$ cat config.mk
export PLATFORM = sky130hd
export DESIGN_NAME = mem_access_ctrl
export DESIGN_NICKNAME = d
export VERILOG_FILES = /design/src/rtl/mem_access_ctrl.sv
export SDC_FILE = /design/constraint.sdc
export NUM_CORES = 1
export LEC_CHECK = 0
export ABC_AREA = 1
export CORE_ASPECT_RATIO = 2
export CORE_MARGIN = 4
export CORE_UTILIZATION = 44
export DETAILED_ROUTE_END_ITERATION = 8
export GPL_TIMING_DRIVEN = 0
export HOLD_SLACK_MARGIN = 0.1
export PLACE_DENSITY = 0.8
export SETUP_SLACK_MARGIN = 0.4
export SLEW_MARGIN = 40
export SYNTH_ARGS = -nofsm -noshare
export SYNTH_HDL_FRONTEND = slang
export SYNTH_SLANG_ARGS = --single-unit
$ cat constraint.sdc
create_clock -name clk_i -period 2 [get_ports clk_i]
set_clock_uncertainty 0.05 [all_clocks]
set_input_delay 0.4 -clock clk_i [delete_from_list [all_inputs] [get_ports clk_i]]
set_output_delay 0.4 -clock clk_i [all_outputs]
set_load 0.03 [all_outputs]
$ cat src/rtl/mem_access_ctrl.sv
// mem_access_ctrl: sequences a single CPU load/store against a word-wide
// memory with a ready handshake. Checks alignment, drives word-aligned
// address, byte enables and lane-replicated store data, waits for
// mem_ready (bounded by TIMEOUT) and returns extended load data.
// All outputs come straight from registers.
module mem_access_ctrl #(
  parameter int unsigned TIMEOUT = 32'd255
) (
  input  logic        clk_i,
  input  logic        rst_i,
  input  logic        req_i,
  input  logic        we_i,
  input  logic [1:0]  size_i,
  input  logic        sign_ext_i,
  input  logic [31:0] addr_i,
  input  logic [31:0] wdata_i,
  output logic        busy_o,
  output logic        done_o,
  output logic        err_o,
  output logic [31:0] rdata_o,
  output logic        mem_req_o,
  output logic        mem_we_o,
  output logic [3:0]  mem_be_o,
  output logic [31:0] mem_addr_o,
  output logic [31:0] mem_wdata_o,
  input  logic [31:0] mem_rdata_i,
  input  logic        mem_ready_i
);

  // Counter only needs to reach TIMEOUT.
  localparam int CW = (TIMEOUT < 32'd2) ? 1 : $clog2(TIMEOUT + 32'd1);
  localparam logic [CW-1:0] TIMEOUT_C = CW'(TIMEOUT);
  localparam logic [CW-1:0] ONE_C     = CW'(1);

  typedef enum logic [1:0] {
    ST_IDLE   = 2'd0,
    ST_ACCESS = 2'd1,
    ST_RESP   = 2'd2
  } state_e;

  state_e        state_q, state_d;
  logic [CW-1:0] cnt_q, cnt_d;
  logic          we_q, we_d;
  logic [1:0]    size_q, size_d;
  logic          sext_q, sext_d;
  logic [1:0]    off_q, off_d;
  logic          busy_q, busy_d;
  logic          done_q, done_d;
  logic          err_q, err_d;
  logic [31:0]   rdata_q, rdata_d;
  logic          mem_req_q, mem_req_d;
  logic          mem_we_q, mem_we_d;
  logic [3:0]    mem_be_q, mem_be_d;
  logic [31:0]   mem_addr_q, mem_addr_d;
  logic [31:0]   mem_wdata_q, mem_wdata_d;
  logic [CW-1:0] cnt_inc_s;

  // Reserved size or a half/word access not on its natural boundary.
  function automatic logic is_bad(input logic [1:0] size, input logic [1:0] off);
    logic bad;
    case (size)
      2'd0:    bad = 1'b0;
      2'd1:    bad = off[0];
      2'd2:    bad = (off != 2'b00);
      default: bad = 1'b1;
    endcase
    return bad;
  endfunction

  // Byte-enable pattern for the addressed lanes.
  function automatic logic [3:0] be_gen(input logic [1:0] size, input logic [1:0] off);
    logic [3:0] be;
    case (size)
      2'd0:    be = 4'b0001 << off;
      2'd1:    be = off[1] ? 4'b1100 : 4'b0011;
      2'd2:    be = 4'b1111;
      default: be = 4'b0000;
    endcase
    return be;
  endfunction

  // Replicate right-justified store data across all lanes.
  function automatic logic [31:0] wdata_gen(input logic [1:0] size, input logic [31:0] wd);
    logic [31:0] r;
    case (size)
      2'd0:    r = {4{wd[7:0]}};
      2'd1:    r = {2{wd[15:0]}};
      default: r = wd;
    endcase
    return r;
  endfunction

  // Pick the addressed byte/half from the read word and extend it.
  function automatic logic [31:0] load_extend(input logic [31:0] rd, input logic [1:0] size,
                                              input logic [1:0] off, input logic sext);
    logic [7:0]  b;
    logic [15:0] h;
    logic [31:0] r;
    b = rd[{off, 3'b000} +: 8];
    h = rd[{off[1], 4'b0000} +: 16];
    case (size)
      2'd0:    r = {{24{sext & b[7]}}, b};
      2'd1:    r = {{16{sext & h[15]}}, h};
      default: r = rd;
    endcase
    return r;
  endfunction

  assign cnt_inc_s = cnt_q + ONE_C;

  // Next-state and next-output logic for the IDLE/ACCESS/RESP sequencer.
  always_comb begin
    state_d     = state_q;
    cnt_d       = cnt_q;
    we_d        = we_q;
    size_d      = size_q;
    sext_d      = sext_q;
    off_d       = off_q;
    busy_d      = busy_q;
    done_d      = 1'b0;
    err_d       = 1'b0;
    rdata_d     = rdata_q;
    mem_req_d   = mem_req_q;
    mem_we_d    = mem_we_q;
    mem_be_d    = mem_be_q;
    mem_addr_d  = mem_addr_q;
    mem_wdata_d = mem_wdata_q;

    case (state_q)
      ST_IDLE: begin
        if (req_i) begin
          we_d   = we_i;
          size_d = size_i;
          sext_d = sign_ext_i;
          off_d  = addr_i[1:0];
          busy_d = 1'b1;
          cnt_d  = '0;
          if (is_bad(size_i, addr_i[1:0])) begin
            // Rejected up front: never touches memory.
            state_d = ST_RESP;
            done_d  = 1'b1;
            err_d   = 1'b1;
          end else begin
            state_d     = ST_ACCESS;
            mem_req_d   = 1'b1;
            mem_we_d    = we_i;
            mem_be_d    = be_gen(size_i, addr_i[1:0]);
            mem_addr_d  = {addr_i[31:2], 2'b00};
            mem_wdata_d = wdata_gen(size_i, wdata_i);
          end
        end else begin
          busy_d = 1'b0;
        end
      end

      ST_ACCESS: begin
        if (mem_ready_i) begin
          state_d   = ST_RESP;
          done_d    = 1'b1;
          mem_req_d = 1'b0;
          mem_we_d  = 1'b0;
          mem_be_d  = 4'b0000;
          if (!we_q) begin
            rdata_d = load_extend(mem_rdata_i, size_q, off_q, sext_q);
          end else begin
            rdata_d = rdata_q;
          end
        end else if (cnt_inc_s == TIMEOUT_C) begin
          // Memory never answered: abandon the request and flag it.
          state_d   = ST_RESP;
          done_d    = 1'b1;
          err_d     = 1'b1;
          cnt_d     = cnt_inc_s;
          mem_req_d = 1'b0;
          mem_we_d  = 1'b0;
          mem_be_d  = 4'b0000;
        end else begin
          cnt_d = cnt_inc_s;
        end
      end

      ST_RESP: begin
        state_d = ST_IDLE;
        busy_d  = 1'b0;
      end

      default: begin
        state_d   = ST_IDLE;
        busy_d    = 1'b0;
        mem_req_d = 1'b0;
        mem_we_d  = 1'b0;
        mem_be_d  = 4'b0000;
      end
    endcase
  end

  // State and output registers with synchronous reset.
  always_ff @(posedge clk_i) begin
    if (rst_i) begin
      state_q     <= ST_IDLE;
      cnt_q       <= '0;
      we_q        <= 1'b0;
      size_q      <= 2'd0;
      sext_q      <= 1'b0;
      off_q       <= 2'd0;
      busy_q      <= 1'b0;
      done_q      <= 1'b0;
      err_q       <= 1'b0;
      rdata_q     <= 32'd0;
      mem_req_q   <= 1'b0;
      mem_we_q    <= 1'b0;
      mem_be_q    <= 4'b0000;
      mem_addr_q  <= 32'd0;
      mem_wdata_q <= 32'd0;
    end else begin
      state_q     <= state_d;
      cnt_q       <= cnt_d;
      we_q        <= we_d;
      size_q      <= size_d;
      sext_q      <= sext_d;
      off_q       <= off_d;
      busy_q      <= busy_d;
      done_q      <= done_d;
      err_q       <= err_d;
      rdata_q     <= rdata_d;
      mem_req_q   <= mem_req_d;
      mem_we_q    <= mem_we_d;
      mem_be_q    <= mem_be_d;
      mem_addr_q  <= mem_addr_d;
      mem_wdata_q <= mem_wdata_d;
    end
  end

  assign busy_o      = busy_q;
  assign done_o      = done_q;
  assign err_o       = err_q;
  assign rdata_o     = rdata_q;
  assign mem_req_o   = mem_req_q;
  assign mem_we_o    = mem_we_q;
  assign mem_be_o    = mem_be_q;
  assign mem_addr_o  = mem_addr_q;
  assign mem_wdata_o = mem_wdata_q;

endmodule

==> run_results.csv <==
group,metric,value,unit
clocking,cts_root_buffer,"clkbuf_16",
yosys,synth.yosys.seq_area_share,0.431,
job,maxCapViolations,0,
floorplanning,floorplan.die_area,0.0145,mm2
worst_setup_path,critPathMaxStageDelay,0.37,ns
sta,slew_viol_final,0,
clocking,cts.sinks,119,
power_and_ir_drop,power_leakage,4.25,nW
clocking,htree_levels,4,
place,portBuffers,204,
grt,grt_use_total,0.328,
sta,setup_slack,0.110,ns
worst_setup_path,cp-start-kind,"register",
finish,final_nets,1169,
yosys,postSynthAreaPerCell,7.27,um2
finish,drive_gt1_frac,0.404,
power_and_ir_drop,power_density,777,mW/mm2
worst_setup_path,criticalPathCategory,"reg -> reg",
floorplanning,die_w,87.2,um
power_and_ir_drop,comb_power_share,0.254,
floorplanning,ioPinCount,209,
worst_setup_path,crit_path_cell_trace,"nor2_4 -> inv_2 -> nor2_4 -> inv_2 -> or2_4 -> buf_6 -> buf_12 -> buf_12 -> a31oi_4 -> a21oi_2 -> nor2_1",
sta,final.min_clock_period,1.89,ns
yosys,synthDistinctLibCells,37,
yosys,syn-instance-count,760,
floorplanning,die_h,166,um
worst_setup_path,cp_data_arrival_time,2.19,ns
worst_setup_path,required,2.30,ns
grt,grt_pass1_wl,36900,um
worst_setup_path,reg2reg_slack,0.11,ns
grt,grt_max_degree,17,
worst_setup_path,path_buf_inv,5,
grt,overflow,0,
place,place_ws,-0.379,ns
sta,finalSetupViolations,0,
worst_setup_path,cp_max_fo,8,
min_path,holdCritPathClass,"in -> reg",
yosys,yosys_warnings,0,
sta,slew_headroom,0.508,
worst_setup_path,crit_slowest_cell,"dfxtp_4",
route,drtIter0Drc,557,
route,ant_nets,0,
grt,grt_pass1_vias,6977,
place,gp_congestion,0.910,
sta,finalCritPeriodShare,0.945,
yosys,synth_area,0.00553,mm2
floorplanning,core_area,0.0122,mm2
power_and_ir_drop,power.switching,2.56,mW
min_path,hold_start,"size_i[0]",
place,dp_hpwl,14900,um
sta,fmax,529,MHz
worst_setup_path,end_kind,"register",
power_and_ir_drop,netSwitchingFraction,0.323,
power_and_ir_drop,p_clk_frac,0.415,
route,wire_per_inst,22.9,um
power_and_ir_drop,seqPwrFrac,0.331,
floorplanning,start_util,0.453,
finish,fin_cells,1224,
worst_setup_path,reg2reg_depth,11,
sta,hold_ws,0.336,ns
worst_setup_path,r2r-end,"mem_wdata_o[25]",
route,wl,28000,um
grt,antenna_found_initial,0,
status,outcome,"complete, no violations",
floorplanning,num_rows,57,
min_path,min_to,"size_q[0]",
route,drcViolationCount,0,
clocking,clk_latency,0.43,ns
clocking,postCtsHoldBufs,0,
place,dp.cells,1112,
power_and_ir_drop,fin_total_pwr,7.92,mW
power_and_ir_drop,peakVddDrop,0.000672,V
power_and_ir_drop,internal_power,5.36,mW
route,firstDrtPassIters,5,
clocking,clk_pin_slew,0.06,ns
sta,hold_viol_final,0,
clocking,cts_tree,"done",
route,via_per_inst,5.85,
finish,synthToLayoutAreaGrowth,84.5,%
clocking,ctsLongestPathBuffers,2,
worst_setup_path,regToRegStartpoint,"state_q[0]",
sta,rsz0062_at_grt,"yes",
min_path,worstHoldPathCells,3,
sta,worst_pin_slew,0.738,ns
clocking,cts_buffers,17,
yosys,ys_ff_latch,119,
worst_setup_path,critical-path-top-delay-family,"simple AND/OR/NAND/NOR gates",
route,vias,7155,
## flip-flops by register name, indices dropped and copies added (netlist names), 2 cells and up
signal	count
rdata_o	32
state_q	2
size_q	2
off_q	2
mem_be_o	4
cnt_q	8
mem_wdata_o	32
mem_addr_o	30
## metal layers
layer  global-route usage  vias up  wire (um)
met4                0.239        0       2680
li1                     -     3098          -
met3               0.0652      214       2160
met1                0.319     3313       8670
met2                0.586      530      14500
met5                    0        -          0
## through the flow
stage	instance area (um2)	setup TNS, ns	utilization
after global routing	10200	0	0.836
after CTS	9660	0	0.792
final	10200	0	0.836
after floorplan	5580	0	-
after global placement	7810	-20.94	0.640
after detailed placement	7810	-22.45	0.640
## cells in the final DEF, fill, tap and decap left out, types with 6 or more instances in the layout
master	n
dlygate4sd2_1	6
clkbuf_2	68
nand4_1	11
clkbuf_16	23
dfxtp_1	110
o21ai_4	10
inv_1	91
buf_12	9
nand2_4	6
o21ai_2	28
nand2_1	160
nand2_2	15
buf_6	30
o21ai_1	16
nor2_4	18
buf_4	42
nor2_1	23
a21oi_2	65
clkdlybuf4s50_1	93
o21ai_0	27
buf_16	6
a21oi_1	22
clkdlybuf4s15_2	24
clkdlybuf4s15_1	21
o211ai_1	14
buf_8	10
nand3_1	17
clkbuf_1	11
a21oi_4	20
## power groups by stage
stage	registers [mW]	clock network (mW)	logic, mW
finish	2.62	3.29	2.01
global route	2.63	3.37	2.10
CTS	2.60	3.24	1.73
detailed placement	2.65	0	1.45
global placement	2.64	0	1.44
floorplan	2.90	0	0.527
## cell usage after synthesis, drive strengths merged
cell type  count  area [um2]
a211oi         9        67.6
a21oi        107         652
a22o           3        26.3
a22oi          1        7.51
a31oi          6        37.5
a41oi          1        8.76
and3           1        11.3
buf           21         189
clkbuf        27         101
clkinv         1        3.75
conb           1        3.75
dfxtp        119        2380
ha             2        25.0
inv          100         375
nand2        181         694
nand3         22         115
nand4         11        68.8
nor2          46         190
nor3           4        42.5
o211ai        14         105
o21ai         81         405
o21bai         1        7.51
or2            1        6.26
## how the worst max path moves through the flow
stage	start	endpoint	cells past startpoint
final	state_q[0]	mem_wdata_o[25]	11
after global routing	cnt_q[1]	mem_be_o[3]	13
after CTS	state_q[1]	mem_wdata_o[12]	10
after detailed placement	size_i[0]	mem_be_o[2]	9
after global placement	size_i[0]	mem_be_o[2]	9
after floorplan	cnt_q[1]	mem_be_o[1]	12
## kinds of logic after synthesis
group | count (synthesis) | share of synthesized area
AND/OR/NAND/NOR | 266 | 0.204
flip-flops | 119 | 0.431
AO/OA/AOI/OAI | 223 | 0.238
buffers and inverters | 149 | 0.121
other | 1 | 0.000679
adder cells (fa/ha/maj) | 2 | 0.00453
## layout make-up
cell class | instances | area [um2]
Sequential cell | 119 | 2410
Multi-Input combinational cell | 493 | 3380
Inverter | 101 | 402
Timing Repair Buffer | 283 | 2730
Buffer | 48 | 485
Tap cell | 147 | 184
Fill cell | 666 | 2000
Antenna cell | 1 | 2.50
Clock inverter | 13 | 169
Clock buffer | 19 | 443
## what timing repair did
| item | 4_1_cts | 5_1_grt |
|---|---|---|
| cloned | 11 | 5 |
| resized for setup | 443 | 234 |
| setup endpoints to repair | 217 | 188 |
| pin swaps | 40 | 82 |
| setup buffers | 47 | 16 |
## worst register-to-register path, delay by kind of cell, from the launching register on
family / cells / cell delay [ns]
buffers and inverters: 5 / 0.56
DFF: 1 / 0.37
and+or+nand+nor: 4 / 0.62
AOI/OAI and AO/OA: 2 / 0.21
No activity file was read; power rests on OpenSTA's default activity.
